==> config.mk <==
export PLATFORM = sky130hd
export DESIGN_NAME = fp_wb_scoreboard_arbiter_flat
export DESIGN_NICKNAME = d
export VERILOG_FILES = /design/src/rtl/fp_wb_scoreboard_arbiter_if.sv /design/src/rtl/fp_wb_scoreboard_arbiter.sv /design/src/flat_wrapper.sv
export SDC_FILE = /design/constraint.sdc
export NUM_CORES = 1
export LEC_CHECK = 0
export CAP_MARGIN = 10
export CORE_MARGIN = 8
export CORE_UTILIZATION = 25
export CTS_CLUSTER_SIZE = 12
export DETAILED_ROUTE_END_ITERATION = 7
export DONT_BUFFER_PORTS = 1
export PLACE_DENSITY = 0.4
export SLEW_MARGIN = 0
export SYNTH_ARGS = -nofsm -noshare
export SYNTH_HDL_FRONTEND = slang
export SYNTH_SLANG_ARGS = --single-unit
==> constraint.sdc <==
create_clock -name clk -period 5.9 [get_ports clk]
set_input_delay 0.59 -clock clk [delete_from_list [all_inputs] [get_ports clk]]
set_output_delay 0.59 -clock clk [all_outputs]
set_load 0.01 [all_outputs]
==> src/rtl/fp_wb_scoreboard_arbiter_if.sv <==
// Issue, hazard-check and writeback bus between the FP pipeline and the FP write-port sequencer.
interface fp_wb_scoreboard_arbiter_if #(parameter int unsigned NUM_REQ = 3);
   logic                     iss_valid_i;
   logic [4:0]               iss_dst_i;
   logic                     iss_dbl_i;
   logic                     iss_ready_o;
   logic [4:0]               RSaddr_i;
   logic [4:0]               RTaddr_i;
   logic                     chk_dbl_i;
   logic                     RS_busy_o;
   logic                     RT_busy_o;
   logic [NUM_REQ-1:0]       wb_req_i;
   logic [NUM_REQ-1:0]       wb_gnt_o;
   logic [5*NUM_REQ-1:0]     wb_dst_i;
   logic [NUM_REQ-1:0]       wb_dbl_i;
   logic [64*NUM_REQ-1:0]    wb_data_i;
   logic [NUM_REQ-1:0]       wb_fc_we_i;
   logic [NUM_REQ-1:0]       wb_fc_i;
   logic [1:0]               RegWrite_o;
   logic [4:0]               RDaddr_o;
   logic [31:0]              RDdata_o;
   logic [63:0]              RDdata_D_o;
   logic                     FPcondWrite_o;
   logic                     Fcond_o;

   modport master (
      output iss_valid_i, iss_dst_i, iss_dbl_i, RSaddr_i, RTaddr_i, chk_dbl_i,
             wb_req_i, wb_dst_i, wb_dbl_i, wb_data_i, wb_fc_we_i, wb_fc_i,
      input  iss_ready_o, RS_busy_o, RT_busy_o, wb_gnt_o,
             RegWrite_o, RDaddr_o, RDdata_o, RDdata_D_o, FPcondWrite_o, Fcond_o
   );

   modport slave (
      input  iss_valid_i, iss_dst_i, iss_dbl_i, RSaddr_i, RTaddr_i, chk_dbl_i,
             wb_req_i, wb_dst_i, wb_dbl_i, wb_data_i, wb_fc_we_i, wb_fc_i,
      output iss_ready_o, RS_busy_o, RT_busy_o, wb_gnt_o,
             RegWrite_o, RDaddr_o, RDdata_o, RDdata_D_o, FPcondWrite_o, Fcond_o
   );
endinterface

==> src/rtl/fp_wb_scoreboard_arbiter.sv <==
// FP register-file write-port sequencer: round-robin writeback arbiter plus 32-bit busy scoreboard.
// Optional FP_WB_BYPASS_EN: issue/hazard checks see registers released by this cycle's grant as free.
module fp_wb_scoreboard_arbiter #(
   parameter int unsigned NUM_REQ = 3
) (
   input  logic                        clk,
   input  logic                        rst_n,
   fp_wb_scoreboard_arbiter_if.slave   bus
);
   localparam int unsigned PW = (NUM_REQ > 1) ? $clog2(NUM_REQ) : 1;
   localparam int unsigned AW = 5;
   localparam int unsigned DW = 64;
   localparam int unsigned SW = 32;

   // One-hot of addr, plus addr+1 (5-bit wrap) for doubles
   function automatic logic [31:0] pair_mask(input logic [AW-1:0] a, input logic dbl);
      logic [31:0] m;
      m    = '0;
      m[a] = 1'b1;
      if (dbl) m[a + 5'd1] = 1'b1;
      return m;
   endfunction

   logic [31:0]        busy_q, busy_d, busy_chk, rel_mask, res_mask;
   logic [PW-1:0]      ptr_q, ptr_d, win, idx;
   logic               found, fconly, iss_ready_c;
   logic [NUM_REQ-1:0] gnt_c;
   logic [AW-1:0]      dst_a  [NUM_REQ];
   logic [DW-1:0]      data_a [NUM_REQ];
   logic [AW-1:0]      sel_dst;
   logic [DW-1:0]      sel_data;
   logic               sel_dbl, sel_fc_we, sel_fc;
   logic [1:0]         regwrite_q, regwrite_d;
   logic [AW-1:0]      rdaddr_q, rdaddr_d;
   logic [SW-1:0]      rddata_q, rddata_d;
   logic [DW-1:0]      rddata_dbl_q, rddata_dbl_d;
   logic               fcw_q, fcw_d, fc_q, fc_d;

   for (genvar k = 0; k < NUM_REQ; k++) begin : g_unpack
      assign dst_a[k]  = bus.wb_dst_i[AW*k +: AW];
      assign data_a[k] = bus.wb_data_i[DW*k +: DW];
   end

   // Round-robin search starting at the pointer
   always_comb begin
      found = 1'b0;
      win   = '0;
      idx   = '0;
      for (int unsigned i = 0; i < NUM_REQ; i++) begin
         idx = PW'((32'(ptr_q) + i) % NUM_REQ);
         if (!found && bus.wb_req_i[idx]) begin
            found = 1'b1;
            win   = idx;
         end
      end
      gnt_c = '0;
      if (found) gnt_c[win] = 1'b1;
   end

   assign sel_dst   = dst_a[win];
   assign sel_data  = data_a[win];
   assign sel_dbl   = bus.wb_dbl_i[win];
   assign sel_fc_we = bus.wb_fc_we_i[win];
   assign sel_fc    = bus.wb_fc_i[win];
   // Compare-unit result: Fcond only, no register write, scoreboard untouched
   assign fconly    = sel_fc_we & ~sel_dbl & (sel_dst == '0);
   assign rel_mask  = (found && !fconly) ? pair_mask(sel_dst, sel_dbl) : '0;

`ifdef FP_WB_BYPASS_EN
   assign busy_chk = busy_q & ~rel_mask;
`else
   assign busy_chk = busy_q;
`endif

   assign iss_ready_c = ~|(busy_chk & pair_mask(bus.iss_dst_i, bus.iss_dbl_i));
   assign res_mask    = (bus.iss_valid_i && iss_ready_c) ? pair_mask(bus.iss_dst_i, bus.iss_dbl_i) : '0;

   // Next state: release before reserve so a same-edge reserve wins
   always_comb begin
      busy_d       = (busy_q & ~rel_mask) | res_mask;
      ptr_d        = ptr_q;
      regwrite_d   = 2'b00;
      rdaddr_d     = rdaddr_q;
      rddata_d     = rddata_q;
      rddata_dbl_d = rddata_dbl_q;
      fcw_d        = 1'b0;
      fc_d         = fc_q;
      if (found) begin
         ptr_d = (win == PW'(NUM_REQ - 1)) ? '0 : win + PW'(1);
         fcw_d = sel_fc_we;
         if (sel_fc_we) fc_d = sel_fc;
         if (!fconly) begin
            regwrite_d = sel_dbl ? 2'b10 : 2'b01;
            rdaddr_d   = sel_dst;
            if (sel_dbl) rddata_dbl_d = sel_data;
            else         rddata_d     = sel_data[SW-1:0];
         end
      end
   end

   always_ff @(posedge clk or negedge rst_n) begin
      if (!rst_n) begin
         busy_q       <= '0;
         ptr_q        <= '0;
         regwrite_q   <= 2'b00;
         rdaddr_q     <= '0;
         rddata_q     <= '0;
         rddata_dbl_q <= '0;
         fcw_q        <= 1'b0;
         fc_q         <= 1'b0;
      end else begin
         busy_q       <= busy_d;
         ptr_q        <= ptr_d;
         regwrite_q   <= regwrite_d;
         rdaddr_q     <= rdaddr_d;
         rddata_q     <= rddata_d;
         rddata_dbl_q <= rddata_dbl_d;
         fcw_q        <= fcw_d;
         fc_q         <= fc_d;
      end
   end

   assign bus.iss_ready_o   = iss_ready_c;
   assign bus.RS_busy_o     = |(busy_chk & pair_mask(bus.RSaddr_i, bus.chk_dbl_i));
   assign bus.RT_busy_o     = |(busy_chk & pair_mask(bus.RTaddr_i, bus.chk_dbl_i));
   assign bus.wb_gnt_o      = rst_n ? gnt_c : '0;
   assign bus.RegWrite_o    = regwrite_q;
   assign bus.RDaddr_o      = rdaddr_q;
   assign bus.RDdata_o      = rddata_q;
   assign bus.RDdata_D_o    = rddata_dbl_q;
   assign bus.FPcondWrite_o = fcw_q;
   assign bus.Fcond_o       = fc_q;
endmodule

==> src/flat_wrapper.sv <==
// flat-port wrapper written by rule: the top's interface ports become plain ports
module fp_wb_scoreboard_arbiter_flat 
#(
   parameter int unsigned NUM_REQ = 3
)
  (clk, rst_n, bus_iss_valid_i, bus_iss_dst_i, bus_iss_dbl_i, bus_RSaddr_i, bus_RTaddr_i, bus_chk_dbl_i, bus_wb_req_i, bus_wb_dst_i, bus_wb_dbl_i, bus_wb_data_i, bus_wb_fc_we_i, bus_wb_fc_i, bus_iss_ready_o, bus_RS_busy_o, bus_RT_busy_o, bus_wb_gnt_o, bus_RegWrite_o, bus_RDaddr_o, bus_RDdata_o, bus_RDdata_D_o, bus_FPcondWrite_o, bus_Fcond_o);
  fp_wb_scoreboard_arbiter_if #(.NUM_REQ(NUM_REQ)) bus_i ();
  input  logic clk;
  input  logic rst_n;
  input wire logic [$bits(bus_i.iss_valid_i)-1:0] bus_iss_valid_i;
  input wire logic [$bits(bus_i.iss_dst_i)-1:0] bus_iss_dst_i;
  input wire logic [$bits(bus_i.iss_dbl_i)-1:0] bus_iss_dbl_i;
  input wire logic [$bits(bus_i.RSaddr_i)-1:0] bus_RSaddr_i;
  input wire logic [$bits(bus_i.RTaddr_i)-1:0] bus_RTaddr_i;
  input wire logic [$bits(bus_i.chk_dbl_i)-1:0] bus_chk_dbl_i;
  input wire logic [$bits(bus_i.wb_req_i)-1:0] bus_wb_req_i;
  input wire logic [$bits(bus_i.wb_dst_i)-1:0] bus_wb_dst_i;
  input wire logic [$bits(bus_i.wb_dbl_i)-1:0] bus_wb_dbl_i;
  input wire logic [$bits(bus_i.wb_data_i)-1:0] bus_wb_data_i;
  input wire logic [$bits(bus_i.wb_fc_we_i)-1:0] bus_wb_fc_we_i;
  input wire logic [$bits(bus_i.wb_fc_i)-1:0] bus_wb_fc_i;
  output wire logic [$bits(bus_i.iss_ready_o)-1:0] bus_iss_ready_o;
  output wire logic [$bits(bus_i.RS_busy_o)-1:0] bus_RS_busy_o;
  output wire logic [$bits(bus_i.RT_busy_o)-1:0] bus_RT_busy_o;
  output wire logic [$bits(bus_i.wb_gnt_o)-1:0] bus_wb_gnt_o;
  output wire logic [$bits(bus_i.RegWrite_o)-1:0] bus_RegWrite_o;
  output wire logic [$bits(bus_i.RDaddr_o)-1:0] bus_RDaddr_o;
  output wire logic [$bits(bus_i.RDdata_o)-1:0] bus_RDdata_o;
  output wire logic [$bits(bus_i.RDdata_D_o)-1:0] bus_RDdata_D_o;
  output wire logic [$bits(bus_i.FPcondWrite_o)-1:0] bus_FPcondWrite_o;
  output wire logic [$bits(bus_i.Fcond_o)-1:0] bus_Fcond_o;
  assign bus_i.iss_valid_i = bus_iss_valid_i;
  assign bus_i.iss_dst_i = bus_iss_dst_i;
  assign bus_i.iss_dbl_i = bus_iss_dbl_i;
  assign bus_i.RSaddr_i = bus_RSaddr_i;
  assign bus_i.RTaddr_i = bus_RTaddr_i;
  assign bus_i.chk_dbl_i = bus_chk_dbl_i;
  assign bus_i.wb_req_i = bus_wb_req_i;
  assign bus_i.wb_dst_i = bus_wb_dst_i;
  assign bus_i.wb_dbl_i = bus_wb_dbl_i;
  assign bus_i.wb_data_i = bus_wb_data_i;
  assign bus_i.wb_fc_we_i = bus_wb_fc_we_i;
  assign bus_i.wb_fc_i = bus_wb_fc_i;
  assign bus_iss_ready_o = bus_i.iss_ready_o;
  assign bus_RS_busy_o = bus_i.RS_busy_o;
  assign bus_RT_busy_o = bus_i.RT_busy_o;
  assign bus_wb_gnt_o = bus_i.wb_gnt_o;
  assign bus_RegWrite_o = bus_i.RegWrite_o;
  assign bus_RDaddr_o = bus_i.RDaddr_o;
  assign bus_RDdata_o = bus_i.RDdata_o;
  assign bus_RDdata_D_o = bus_i.RDdata_D_o;
  assign bus_FPcondWrite_o = bus_i.FPcondWrite_o;
  assign bus_Fcond_o = bus_i.Fcond_o;
  fp_wb_scoreboard_arbiter #(.NUM_REQ(NUM_REQ)) u_core (.clk(clk), .rst_n(rst_n), .bus(bus_i));
endmodule
After elaboration in Yosys (flattened, before gate mapping)

Cells that the tools add are included.

Flip-flop bits (word level): 139

Add/subtract/negate cells: 7
Div/mod/pow operators: 3
Magnitude comparators: 22
Equality and inequality tests: 1
Mux-type cells: 55
Bitwise operators: 15
Reductions and logical operators: 25

Operators by type and width:

| operator                                             | count |
|---|---|
| 2-to-1 mux 32 bit                                    | 6 |
| bitwise OR 32 bit                                    | 5 |
| AND 32 bit                                           | 4 |
| binary-select mux 64 bit (select 2 bit)              | 1 |
| 2-to-1 mux 64 bit                                    | 2 |
| OR reduction 32 bit                                  | 3 |
| modulo 32 x 2 -> 32 bit (second input constant)      | 2 |
| < comparator 5 x 6 -> 1 bit (second input constant)  | 8 |
| demux 1 bit (select 5 bit)                           | 8 |
| >= comparator 5 x 1 -> 1 bit (second input constant) | 8 |
| modulo 2 x 2 -> 32 bit (second input constant)       | 1 |
| NOT 32 bit                                           | 1 |
| adder 5 x 1 -> 5 bit (second input constant)         | 4 |
| 2-to-1 mux 1 bit                                     | 19 |
| 2-to-1 mux 2 bit                                     | 7 |
| logical AND 1 bit                                    | 13 |
| binary-select mux 1 bit (select 2 bit)               | 6 |
| < comparator 2 x 3 -> 1 bit (second input constant)  | 4 |
| binary-select mux 5 bit (select 2 bit)               | 1 |
| 2-to-1 mux 5 bit                                     | 2 |
| 2-to-1 mux 3 bit                                     | 2 |
| AND reduction 3 bit                                  | 2 |
| logical NOT 5 bit                                    | 1 |
| logical NOT 1 bit                                    | 4 |
| 11 further kinds                                     | 14 |

Logic depth before layout (Yosys ltp)

Depth in word-level cells: 25
Mapped depth: 15
Mapped depth without buffers: 12

Worst setup path before layout

Ideal clock, no wire load.

Path kind: reg-to-output
Start point: reg u_core.ptr_q[1]
End point: out bus_wb_gnt_o[1]
Arrival: 2.841 ns
Setup slack: 2.469 ns
Stages on the path, launching flop included: 12
Cells stage by stage: dfrtp_1 inv_1 ha_1 buf_4 mux2i_1 o21ai_2 o211a_2 nor2_2 clkbuf_1 clkbuf_1 clkbuf_1 and4_1

Cells in the longest elaborated chain, start to end: 16
Elaborated cells between the ends (all ways): 28

Ends and longest elaborated chain:

| what                                                             | line                            | RTL |
|---|---|---|
| from (decl)                                                      | fp_wb_scoreboard_arbiter.sv:25  | `logic [PW-1:0] ptr_q, ptr_d, win, idx;` |
| from (signal assigned)                                           | fp_wb_scoreboard_arbiter.sv:113 | `ptr_q <= ptr_d;` |
| branches (longest 14 deep; another with modulo 32 x 2 -> 32 bit) | -                               |  |
| 2-to-1 mux 3 bit *                                               | fp_wb_scoreboard_arbiter.sv:57  | `if (found) gnt_c[win] = 1'b1;` |
| 2-to-1 mux 3 bit *                                               | fp_wb_scoreboard_arbiter.sv:126 | `assign bus.wb_gnt_o = rst_n ? gnt_c : '0;` |
| to (decl)                                                        | flat_wrapper.sv:25              | `output wire logic [$bits(bus_i.wb_gnt_o)-1:0] bus_wb_gnt_o;` |

Mark *: on every way between the ends. The select of a mux whose other input is x is not followed.

Final worst setup path

Start point: reg u_core.ptr_q[1]
End point: reg u_core.rddata_q[1], in the netlist u_core.bus.RDdata_o[1]

Cells in the longest elaborated chain, start to end: 18
Elaborated cells between the ends (all ways): 38

Ends and longest elaborated chain:

| what                                                             | line                            | RTL |
|---|---|---|
| branches (longest 18 deep; another with modulo 32 x 2 -> 32 bit) | -                               |  |
| to (signal assigned)                                             | fp_wb_scoreboard_arbiter.sv:116 | `rddata_q <= rddata_d;` |
| to (decl)                                                        | fp_wb_scoreboard_arbiter.sv:35  | `logic [SW-1:0] rddata_q, rddata_d;` |

Parallel ways; which one is timed is not known. The select of a mux whose other input is x is not followed.
A chain may end at the register's enable or synchronous reset.

==> metrics.txt <==
RSZ-0062 raised after global routing no; Mapped Nets around 1300; Final Skew around 0.0093 ns; Crit path required time between 6 and 7 ns; final hold viol count 0; Syn-to-layout area delta 11.1%; Die Width 202 um; PortBufs 0; combinational share of power a little under three fifths; final wirelength 34300 um; Hold Crit Class primary input to async pin; Internal 3.61 mW; Setup crit start kind flip-flop; Clk network pwr share 14.5%; crit-path cells inv_1 > ha_1 > mux2i_2 > mux2i_2 > nor3_2 > nor4_2 > o2bb2ai_1 > o41ai_4 > buf_4 > nand2b_2 > buf_4 > mux2_1; vias in the first global route 7689; CP top delay family multiplexers; fin nets 1251; fmax about 0.23 GHz; Static Leak 4.03 nW; die area just over 40000 um^2; CTS root buffer clkbuf_16; routed length per instance approximately 23 um; via count 7737; net switching power between 4 and 5 mW; asr flop ratio synth 100%; share of cells above drive strength 1 between 8 and 9%; Die Ht 202 um; EDFF count, synth 0; setup total negative slack 0 ns; Crit. End Element flip-flop; Seq pwr share 28.4%; critical path start-end classification flip-flop to flip-flop; #FFs+latches synth 139; TritonCTS Buffers 17; Peak VDD IR 0.450 mV; initial antenna violation count 3; first-pass GRT wire length 50800 um; Worst-Skew Late Latency 0.43 ns; syn_area_per_cell 8.25 um^2; Crit Path Max Fanout 33; # setup viols final 0; Clock Sinks 139; CTS Buffer Depth 2; status finished, final reports clean; max-slew violation count 0; GR Overflow Total 0; Synth Flop Type dfrtp_1; DRC violations left 0; post-synthesis sequential area ratio 40.0%; max cap viols 0; H-tree Lvls 4; power per cell area 790 nW/um^2; post-DP HPWL 26300 um; Warnings, synthesis 0; post-synthesis instance total 1053; Avg Vias per Cell approximately 5.2; WP buf/inv 3; mapped cell area a little under 9000 um^2; largest net degree at the start of global routing 140; worst endpoint data arrival time 4.72 ns; postcts setup bufs 0; Final Hold Slack 0.140 ns; initial drt markers 660; Routed Antenna Nets 0; Final Cycle Share 75.0%; Final Critical Period 4.43 ns; Slew headroom roughly a third; number of I/O pins 350; slowest cell on the critical path nor3_2; CTS tree built; slew at the pin closest to its max-slew limit between 0.9 and 1 ns; GP Congestion 0.833; synth unique cells 77; CP max stage delay 0.54 ns; Initial Util 25.3%; clock input transition at the sequential cells of the worst setup and hold paths 0.07 ns; core area 34400 um^2; sw frac 52.7%; Core Rows a little under 70; GRT Total Usage between 10% and 20%; DRT Pass-1 Iters 5
[kinds of logic (layout without fill, tap and decap cells)]
kind of cell,Yosys count,count (layout),synth area share [%]
buffers and inverters,90,58,4.32
muxes,69,69,10.5
other,0,1,0
and+or+nand+nor,481,481,24.0
adders and majority gates,4,4,0.576
DFF,139,139,40.0
AOI/OAI and AO/OA,270,270,20.6
[state kept, by name, summed over array words and instances, names as in the netlist]
| register | cells |
|---|---|
| u_core.bus.Fcond_o | 1 |
| u_core.bus.RDdata_o | 32 |
| u_core.ptr_q | 2 |
| u_core.bus.RegWrite_o | 2 |
| u_core.bus.FPcondWrite_o | 1 |
| u_core.bus.RDaddr_o | 5 |
| u_core.bus.RDdata_D_o | 64 |
| u_core.busy_chk | 32 |
[final timing paths]
| check | from | endpoint | slack (ns) | cells past startpoint |
|---|---|---|---|---|
| max | u_core.ptr_q[1] | u_core.bus.RDdata_o[1] | 1.47 | 12 |
| min | rst_n | u_core.bus.RDdata_D_o[44] | 0.14 | 1 |
| max reg2reg | u_core.ptr_q[1] | u_core.bus.RDdata_o[1] | 1.47 | 12 |
| min reg2reg | u_core.ptr_q[1] | u_core.ptr_q[1] | 0.54 | 1 |
| max in group asynchronous | rst_n | u_core.bus.RDaddr_o[2] | 5.16 | 1 |
| min in group clk | bus_iss_dst_i[3] | u_core.busy_chk[21] | 0.27 | 1 |
[worst reg2reg max path, stage by stage, from the launching register on]
cell and delay (ns):
dfrtp_1 0.41, inv_1 0.09, ha_1 0.40, mux2i_2 0.44
mux2i_2 0.18, nor3_2 0.54, nor4_2 0.22, o2bb2ai_1 0.32
o41ai_4 0.40, buf_4 0.31, nand2b_2 0.17, buf_4 0.40
mux2_1 0.42
[final cells by class]
type	instances	area, um^2
Clock buffer	19	433
Inverter	16	60.1
Sequential cell	139	3480
Fill cell	3718	24700
Tap cell	455	569
Multi-Input combinational cell	824	4860
Clock inverter	13	158
Antenna cell	1	2.50
Timing Repair Buffer	10	95.1
[through the flow]
step	std cells	util (%)	cell area [um^2]	worst slack, ns	power [mW]
finish	1477	28.1	9650	1.47	7.63
global route	1477	28.1	9650	1.13	8.35
CTS	1476	28.1	9650	1.46	7.76
detailed placement	1443	26.3	9030	1.48	6.61
floorplan	1053	-	8690	2.47	5.30
global placement	1443	26.3	9030	1.57	6.55
[cell usage in the layout (no fill, tap or decap), drive strengths merged, types with 7 or more instances in the layout]
cell,Yosys,routed
mux2i,15,15
a31oi,35,35
buf,22,10
o41ai,7,7
o22ai,9,9
nand2,298,298
a21oi,15,15
nor2b,8,8
a21o,7,7
o21ai,113,113
nor2,66,66
nand3,45,45
inv,14,20
mux2,41,41
mux4,13,13
o31ai,20,20
nor3,15,15
dfrtp,139,139
clkbuf,52,19
[Yosys cell counts (7+ instances only)]
cell / number / area share (%)
mux2_1: 32 / 4.1
mux2_2: 8 / 1.0
o22ai_1: 9 / 0.65
buf_1: 13 / 0.56
nor2b_1: 8 / 0.58
clkbuf_1: 52 / 2.2
mux4_2: 13 / 3.4
o31ai_1: 20 / 1.7
mux2i_1: 13 / 1.5
a21oi_1: 14 / 0.81
nor3_1: 14 / 0.81
nor2_1: 64 / 2.8
dfrtp_1: 139 / 40
inv_1: 13 / 0.56
nand2_1: 298 / 13
nand3_1: 45 / 2.6
o21ai_0: 110 / 6.3
a31oi_1: 35 / 2.5
a21o_1: 7 / 0.60
[power groups by stage]
stage	sequential (mW)	clock (mW)	combinational [mW]
3_3_place_gp	2.22	0	4.33
4_1_cts	2.19	1.14	4.43
2_1_floorplan	1.91	0	3.39
5_1_grt	2.23	1.18	4.94
6_report	2.16	1.10	4.36
3_5_place_dp	2.20	0	4.41
[per-layer routing]
| layer | up-vias | track usage, % | share of wire (%) |
|---|---|---|---|
| met4 | 4 | 4.09 | 1.4 |
| met2 | 343 | 26.6 | 49 |
| met5 | - | 0 | 0.079 |
| met3 | 35 | 5.86 | 8.9 |
| met1 | 3681 | 19.7 | 41 |
| li1 | 3674 | - | - |
[what timing repair did]
action,CTS,global route
hold buffers,1,0
gates resized for setup,0,0
endpoints found under the hold margin,139,0
Power figures use the tool's default switching activity.
